### src/rtl/reverb_ctrl_pkg.sv
// Shared types and sizing helpers for the reverb tap-reload controller.
package reverb_ctrl_pkg;

    typedef enum logic [2:0] {
        IDLE,
        DRAIN,
        DISABLE,
        LOAD,
        WAIT_DONE
    } state_e;

    localparam int DEFAULT_NUM_TAPS = 16;

    function automatic int tap_count(input int num_taps_log2);
        return 1 << num_taps_log2;
    endfunction

    // Width able to hold (cycles-1) for the longer of the two wait phases.
    function automatic int counter_width(input int drain_cycles, input int disable_cycles);
        int longest;
        int width;
        longest = (drain_cycles > disable_cycles) ? drain_cycles : disable_cycles;
        width   = $clog2(longest);
        return (width < 1) ? 1 : width;
    endfunction

endpackage

### src/rtl/tap_shadow_ram.sv
// Software-writable shadow bank of FIR taps; contents survive reset.
module tap_shadow_ram #(
    parameter int ADDR_W = 4,
    parameter int DATA_W = 16
) (
    input  logic              clk,
    input  logic              wr_en,
    input  logic [ADDR_W-1:0] wr_addr,
    input  logic [DATA_W-1:0] wr_data,
    input  logic [ADDR_W-1:0] rd_addr,
    output logic [DATA_W-1:0] rd_data
);

    logic [DATA_W-1:0] mem_q [2**ADDR_W];

    always_ff @(posedge clk) begin
        if (wr_en) begin
            mem_q[wr_addr] <= wr_data;
        end
    end

    // Read is combinational; the sequencer registers it into its tap output.
    assign rd_data = mem_q[rd_addr];

endmodule

### src/rtl/reverb_tap_sequencer.sv
// Quiesces the reverb input, clears the engine, streams the shadow taps into it
// and re-enables it whenever software commits a new tap set.
module reverb_tap_sequencer
    import reverb_ctrl_pkg::*;
#(
    parameter int G_NUM_TAPS_LOG2  = $clog2(DEFAULT_NUM_TAPS),
    parameter int G_TAP_WIDTH      = 16,
    parameter int G_DRAIN_CYCLES   = 32,
    parameter int G_DISABLE_CYCLES = 2
) (
    input  logic                       clk,
    input  logic                       reset,
    input  logic                       cfg_wr_en,
    input  logic [G_NUM_TAPS_LOG2-1:0] cfg_wr_addr,
    input  logic [G_TAP_WIDTH-1:0]     cfg_wr_data,
    output logic                       cfg_wr_ready,
    input  logic                       commit,
    output logic                       busy,
    output logic                       loaded,
    output logic                       commit_pending,
    output logic                       core_enable,
    output logic                       input_hold,
    output logic [G_TAP_WIDTH-1:0]     tap_dout,
    output logic                       tap_dout_valid,
    input  logic                       tap_dout_ready,
    input  logic                       tap_done
);

    localparam int NUM_TAPS = tap_count(G_NUM_TAPS_LOG2);
    localparam int CNT_W    = counter_width(G_DRAIN_CYCLES, G_DISABLE_CYCLES);
    localparam int IDX_W    = G_NUM_TAPS_LOG2 + 1;
    localparam int AW       = G_NUM_TAPS_LOG2;

    state_e                 state_q, state_d;
    logic [CNT_W-1:0]       cnt_q, cnt_d;
    logic [IDX_W-1:0]       idx_q, idx_d;
    logic [IDX_W-1:0]       idx_inc;
    logic                   loaded_q, loaded_d;
    logic                   pending_q, pending_d;
    logic [G_TAP_WIDTH-1:0] tap_q, tap_d;
    logic                   tap_valid_q, tap_valid_d;

    logic                   wr_take;
    logic [AW-1:0]          rd_addr;
    logic [G_TAP_WIDTH-1:0] rd_data;
    logic [G_TAP_WIDTH-1:0] rd_word;

    assign wr_take = cfg_wr_en && cfg_wr_ready;
    assign idx_inc = idx_q + 1'b1;

    // Outside LOAD the next word to fetch is always tap 0.
    assign rd_addr = (state_q == LOAD) ? idx_inc[AW-1:0] : '0;

    // A write landing in the last DISABLE cycle must still reach the stream.
    assign rd_word = (wr_take && (cfg_wr_addr == rd_addr)) ? cfg_wr_data : rd_data;

    tap_shadow_ram #(
        .ADDR_W (AW),
        .DATA_W (G_TAP_WIDTH)
    ) u_shadow (
        .clk     (clk),
        .wr_en   (wr_take),
        .wr_addr (cfg_wr_addr),
        .wr_data (cfg_wr_data),
        .rd_addr (rd_addr),
        .rd_data (rd_data)
    );

    always_ff @(posedge clk) begin
        if (reset) begin
            state_q     <= IDLE;
            cnt_q       <= '0;
            idx_q       <= '0;
            loaded_q    <= 1'b0;
            pending_q   <= 1'b0;
            tap_q       <= '0;
            tap_valid_q <= 1'b0;
        end else begin
            state_q     <= state_d;
            cnt_q       <= cnt_d;
            idx_q       <= idx_d;
            loaded_q    <= loaded_d;
            pending_q   <= pending_d;
            tap_q       <= tap_d;
            tap_valid_q <= tap_valid_d;
        end
    end

    always_comb begin
        state_d     = state_q;
        cnt_d       = cnt_q;
        idx_d       = idx_q;
        loaded_d    = loaded_q;
        pending_d   = pending_q;
        tap_d       = tap_q;
        tap_valid_d = tap_valid_q;

        if (commit && (state_q != IDLE)) begin
            pending_d = 1'b1;
        end

        case (state_q)
            IDLE: begin
                if (commit || pending_q) begin
                    state_d   = DRAIN;
                    pending_d = 1'b0;
                    cnt_d     = CNT_W'(G_DRAIN_CYCLES - 1);
                end
            end
            DRAIN: begin
                if (cnt_q == '0) begin
                    state_d = DISABLE;
                    cnt_d   = CNT_W'(G_DISABLE_CYCLES - 1);
                end else begin
                    cnt_d = cnt_q - 1'b1;
                end
            end
            DISABLE: begin
                if (cnt_q == '0) begin
                    state_d     = LOAD;
                    idx_d       = '0;
                    tap_d       = rd_word;
                    tap_valid_d = 1'b1;
                end else begin
                    cnt_d = cnt_q - 1'b1;
                end
            end
            LOAD: begin
                if (tap_valid_q && tap_dout_ready) begin
                    // Carry into the top index bit marks the last accepted tap.
                    if (idx_inc[AW]) begin
                        tap_valid_d = 1'b0;
                        state_d     = WAIT_DONE;
                    end else begin
                        idx_d = idx_inc;
                        tap_d = rd_word;
                    end
                end
            end
            WAIT_DONE: begin
                if (tap_done) begin
                    loaded_d = 1'b1;
                    state_d  = IDLE;
                end
            end
            default: begin
                state_d = IDLE;
            end
        endcase
    end

    always_comb begin
        core_enable = loaded_q;
        case (state_q)
            DISABLE:         core_enable = 1'b0;
            LOAD, WAIT_DONE: core_enable = 1'b1;
            default:         core_enable = loaded_q;
        endcase
    end

    // A pending commit keeps the audio gated across back-to-back reloads.
    assign input_hold     = (state_q != IDLE) || !loaded_q || pending_q;
    assign busy           = (state_q != IDLE);
    assign cfg_wr_ready   = (state_q != LOAD);
    assign loaded         = loaded_q;
    assign commit_pending = pending_q;
    assign tap_dout       = tap_q;
    assign tap_dout_valid = tap_valid_q;

    // Only referenced to size the package-derived index width.
    if (NUM_TAPS != (1 << AW)) begin : g_bad_tap_count
        $error("tap count does not match index width");
    end

endmodule

### config.mk
export PLATFORM = sky130hd
export DESIGN_NAME = reverb_tap_sequencer
export DESIGN_NICKNAME = d
export VERILOG_FILES = /design/src/rtl/reverb_ctrl_pkg.sv /design/src/rtl/tap_shadow_ram.sv /design/src/rtl/reverb_tap_sequencer.sv
export SDC_FILE = /design/constraint.sdc
export NUM_CORES = 1
export LEC_CHECK = 0
export CAP_MARGIN = 20
export CELL_PAD_IN_SITES_DETAIL_PLACEMENT = 0
export CELL_PAD_IN_SITES_GLOBAL_PLACEMENT = 1
export CORE_ASPECT_RATIO = 1.5
export CORE_MARGIN = 8
export CORE_UTILIZATION = 53
export CTS_BUF_LIST = sky130_fd_sc_hd__clkbuf_2
export CTS_CLUSTER_DIAMETER = 50
export DETAILED_ROUTE_END_ITERATION = 10
export PLACE_DENSITY_LB_ADDON = 0.08
export SLEW_MARGIN = 20
export SYNTH_ARGS = -nofsm -noshare
export SYNTH_HDL_FRONTEND = slang
export SYNTH_SLANG_ARGS = --single-unit
export TNS_END_PERCENT = 100
### constraint.sdc
create_clock -name clk -period 2.9 [get_ports clk]
set_input_delay 0.725 -clock clk [delete_from_list [all_inputs] [get_ports clk]]
set_output_delay 0.725 -clock clk [all_outputs]
set_load 0.02 [all_outputs]
* After elaboration in Yosys (flattened, before gate mapping) *
Memories as Yosys holds them, arrays and structs flattened.
Cells that the tools add are included.

storage, ports and cells
  bits in writable memories = 256
  memories = 1
  output and inout port bits = 23
  logic and storage cells = 74
  bits in registers = 32

cells by class
  add/subtract/negate cells = 2
  eq/ne operators = 14
  reductions and logical operators = 19
  muxes and demuxes = 31

memories
  memory          words  width  rd ports  clocked after memory_dff  write ports  line                  text
  u_shadow.mem_q  16     16     1         0                         1            tap_shadow_ram.sv:14  logic [DATA_W-1:0] mem_q [2**ADDR_W];

operator list
  kind                   count
  $mux W16               4
  $pmux W16 S2           1
  $mux W5                6
  $mux W3                6
  $pmux W3 S5            1
  $pmux W5 S3            1
  $ne A2 B2 Y1 const B   7
  $pmux W5 S2            1
  $mux W1                8
  $reduce_and A4 Y1      2
  $eq A3 B2 Y1 const B   2
  $reduce_and A6 Y1      1
  $reduce_bool A3 Y1     2
  $add A5 B1 Y5 const B  1
  $logic_not A5 Y1       1
  $sub A5 B1 Y5 const B  1
  $eq A4 B4 Y1           1
  $logic_and A1 B1 Y1    4
  $mux W4                1
  $pmux W1 S2            2
  $eq A3 B1 Y1 const B   1
  $eq A3 B3 Y1 const B   1
  $logic_not A3 Y1       1
  $logic_or A1 B1 Y1     3
  other kinds (7)        7

* Logic depth before layout (Yosys ltp) *
  depth in word-level cells = 8
  gate-level depth with buffers = 10
  mapped depth without buffers = 7

* Modules after synthesis *
From an unflattened synthesis, not the netlist that was laid out.

second synthesis, totals
  cells, all modules = 617
  area, all modules = 11501.0 um^2

modules (own cells, without submodules)
  module                area an instance (um^2)  cells each  times used
  tap_shadow_ram        9721.8                   416         1
  reverb_tap_sequencer  1779.2                   201         1

* Worst setup path after synthesis *
Ideal clock, no wire load.

  path type = register -> register
  start = reg state_q[2]
  end = mem u_shadow.mem_q[1][0], enable pin
  path buffers = 2
  arrival time = 2.295 ns
  cell stages (with the launch flop) = 7
  setup slack = 0.195 ns
  data required time = 2.491 ns
  cell sequence = dfxtp_1 -> buf_4 -> and3b_4 -> inv_2 -> buf_2 -> nand4b_1 -> nor3_1

on the way
  longest elaborated chain between the ends = 4

RTL lines
  item                           line                         text
  start, declared                reverb_tap_sequencer.sv:34   state_e state_q, state_d;
  start signal, assigned         reverb_tap_sequencer.sv:79   state_q <= state_d;
  $ne A3 B2 Y1                   reverb_tap_sequencer.sv:164  assign cfg_wr_ready = (state_q != LOAD);
  via cfg_wr_ready               reverb_tap_sequencer.sv:16   output logic cfg_wr_ready,
  $logic_and A1 B1 Y1            reverb_tap_sequencer.sv:48   assign wr_take = cfg_wr_en && cfg_wr_ready;
  $mux W1                        tap_shadow_ram.sv:17         if (wr_en) begin
  $mux W1 (implied by the code)  tap_shadow_ram.sv:18         mem_q[wr_addr] <= wr_data;
  end, declared                  tap_shadow_ram.sv:14

The timed path passes the listed nets, and every way through them passes these cells.

* Worst setup path in the final report *
  start = reg state_q[2]
  end = out input_hold

on the way
  longest elaborated chain between the ends = 3

RTL lines
  item                              line                         text
  $reduce_bool A3 Y1                reverb_tap_sequencer.sv:162  assign input_hold = (state_q != IDLE) || !loaded_q || pending_q;
  $logic_or A1 B1 Y1 (2 in series)  reverb_tap_sequencer.sv:162
  end, declared                     reverb_tap_sequencer.sv:22   output logic input_hold,

No other way between the ends.

==> reports/results.tsv <==
metric	value	unit
Hold Vio Cnt, Final	0	
Post-Route Skew	53.8	ps
fmax	368	MHz
Leak Pwr	0.00458	uW
Residual DRC	0	
final setup fails	0	
status	completed	
Die Y	197	um
CTS Buf Count	69	
DP HPWL	17200	um
Arr. time, crit path	1990	ps
Final GP Congestion	0.781	
Post-synth EDFFs	256	
Rel. slew slack	0.309	
Layout area overhead	14.1	%
number of port buffers	48	
critical path data required time	2170	ps
Final Cell Area	0.0133	sq mm
total gr overflow	0	
CP max-delay cell	dfxtp_4	
Mean Syn Cell Area	15.0	sq um
worst setup path category	flip-flop to primary output	
Seq cells post-synth	287	
wire per inst	22.5	um
Reg clk slew, reported paths	90	ps
ANT nets after route	0	
H-tree depth	3	
main flop type after synthesis	edfxtp_1	
post-CTS setup buffers	0	
max-slew violation count	0	
Post-Layout Cell Count	1215	
fraction of registers with async set/reset	0	
initial antenna violation count	1	
setup TNS	0	ps
period utilization	0.937	
crit-path max FO	12	
Yosys top cell area share	0.661	
DR vias	7313	
RSZ-0062 raised after global routing	no	
largest net degree at the start of global routing	72	
# IOs	49	
syn nets	805	
most numerous cell in the Yosys netlist	edfxtp_1	
post-place instance area	0.0126	sq mm
Critical Path End Type	primary output	
initial drt markers	542	
vias per cell	6.02	
most frequent cells after synthesis	edfxtp_1 (256), a21oi_1 (44), mux2i_1 (43)	
Worst Tran Pin Value	1040	ps
layout net count	916	
Min-Delay Path Class	flip-flop to flip-flop	
R2R setup slack	380	ps
Synth area leaders	edfxtp_1 (66%), dfxtp_1 (5.3%), mux2i_1 (3.7%), a21oi_1 (1.9%), o221ai_1 (1.7%)	
Yosys top cell by area	edfxtp_1	
Peak VDD IR	0.000330	V
insertion delay to the later sink of the worst-skew pair	800	ps
clk sinks	287	
Die ar.	0.0271	sq mm
hold bufs inserted after CTS	0	
PwrDens	579	mW/mm^2
sequential-to-total area share from yosys stat	0.714	
synth unique cells	61	
delay of the slowest critical-path stage	390	ps
CTS tree	built	
Initial Util	0.538	
fillers	1738	
total track usage	0.207	
Cell Chain, Critical Path	buf_4, nor3_2, nand3b_1, dlygate4sd2_1	
dpl cells	1088	
Ys Warns	0	
Power, Total	7690	uW
first-pass GRT wire length	42300	um
final wirelength	27400	um
Chip Width	137	um
CP startpoint kind	flip-flop	
clk buf depth	3	
core area	0.0216	sq mm
clk root buf	clkbuf_2	
Final Critical Period	2720	ps
FP Rows	66	
DR pass1 iterations	5	
number of global-route vias before repair	7458	
max-cap violations	0	
Cells after Synth	776	
share of cells above drive strength 1	0.218	
Cell Area, Synth	0.0116	sq mm
-- flip-flops by register name, summed over array words and instances, names as in the netlist --
| name | flops |
|---|---|
| loaded | 1 |
| state_q | 3 |
| tap_dout_valid | 1 |
| cnt_q | 5 |
| u_shadow.mem_q | 256 |
| commit_pending | 1 |
| tap_dout | 16 |
| idx_q | 4 |
-- power by group --
part	internal (uW)	total (uW)	switching (uW)
sequential	4560	4610	40.8
clock	1120	2650	1520
combinational	172	436	264
total	5860	7690	1830
-- kinds of logic after synthesis --
family / share of synthesized area
and+or+nand+nor: 0.0614
buffers and inverters: 0.0231
adders and majority gates: 0.00323
DFF: 0.714
AOI/OAI and AO/OA: 0.132
muxes: 0.0631
xor gates and xnor gates: 0.00290
-- layout make-up --
| cell class | count | area (sq um) | share of cell area |
|---|---|---|---|
| Timing Repair Buffer | 92 | 827 | 0.0623 |
| Tap cell | 272 | 340 | 0.0256 |
| Sequential cell | 287 | 8320 | 0.627 |
| Clock buffer | 103 | 515 | 0.0388 |
| Multi-Input combinational cell | 429 | 3100 | 0.233 |
| Clock inverter | 23 | 139 | 0.0105 |
| Antenna cell | 1 | 2.50 | 0.000189 |
| Inverter | 8 | 33.8 | 0.00255 |
-- metrics by stage --
stage               worst slack (ps)  hold slack [ps]   util
floorplan                        195              474      -
global placement                 228              486  0.583
detailed placement               168              497  0.583
CTS                             12.7              479  0.613
global route                    13.4              547  0.613
finish                           183              509  0.613
-- per-layer routing --
layer,GRT usage,part of all wire
met1,0.265,0.42
met2,0.344,0.51
met3,0.0418,0.058
met4,0.0687,0.014
met5,0,0
-- final timing paths --
kind	cells after the start	startpoint	to
worst min register to register	2	cnt_q[1]$_SDFFE_PP0P_	cnt_q[1]$_SDFFE_PP0P_
worst max-delay path	4	state_q[2]$_SDFFE_PP0P_	input_hold
worst max register to register	6	idx_q[0]$_SDFFE_PP0P_	tap_dout[2]$_SDFFE_PP0P_
worst min-delay path	2	cnt_q[1]$_SDFFE_PP0P_	cnt_q[1]$_SDFFE_PP0P_
-- layout by cell type, fill, tap and decap left out, types with 5 or more instances in the layout --
master / instances
a21oi_1: 44
a2bb2oi_1: 6
a41oi_1: 7
a41oi_2: 9
buf_4: 42
clkbuf_2: 104
clkdlybuf4s50_1: 44
clkinv_1: 21
dfxtp_1: 27
edfxtp_1: 256
inv_1: 5
mux2_2: 17
mux2i_1: 43
mux4_2: 5
nand2_1: 42
nand2b_1: 5
nand3_1: 31
nor2_1: 25
nor3_1: 7
nor3_2: 6
o2111ai_1: 11
o211ai_1: 16
o21ai_0: 35
o21ai_1: 12
o21bai_1: 17
o221ai_1: 22
o22ai_1: 21
-- critical path, delay by kind of cell, from the launching register on --
kind / cells / cell delay, ps
and+or+nand+nor: 2 / 340
DFF: 1 / 390
buffers and inverters: 2 / 500
-- what timing repair did --
item / CTS / global route
setup endpoints to repair: 4 / 1
pin swaps: 0 / 0
gates resized for setup: 10 / 3
Power figures use the tool's default switching activity.
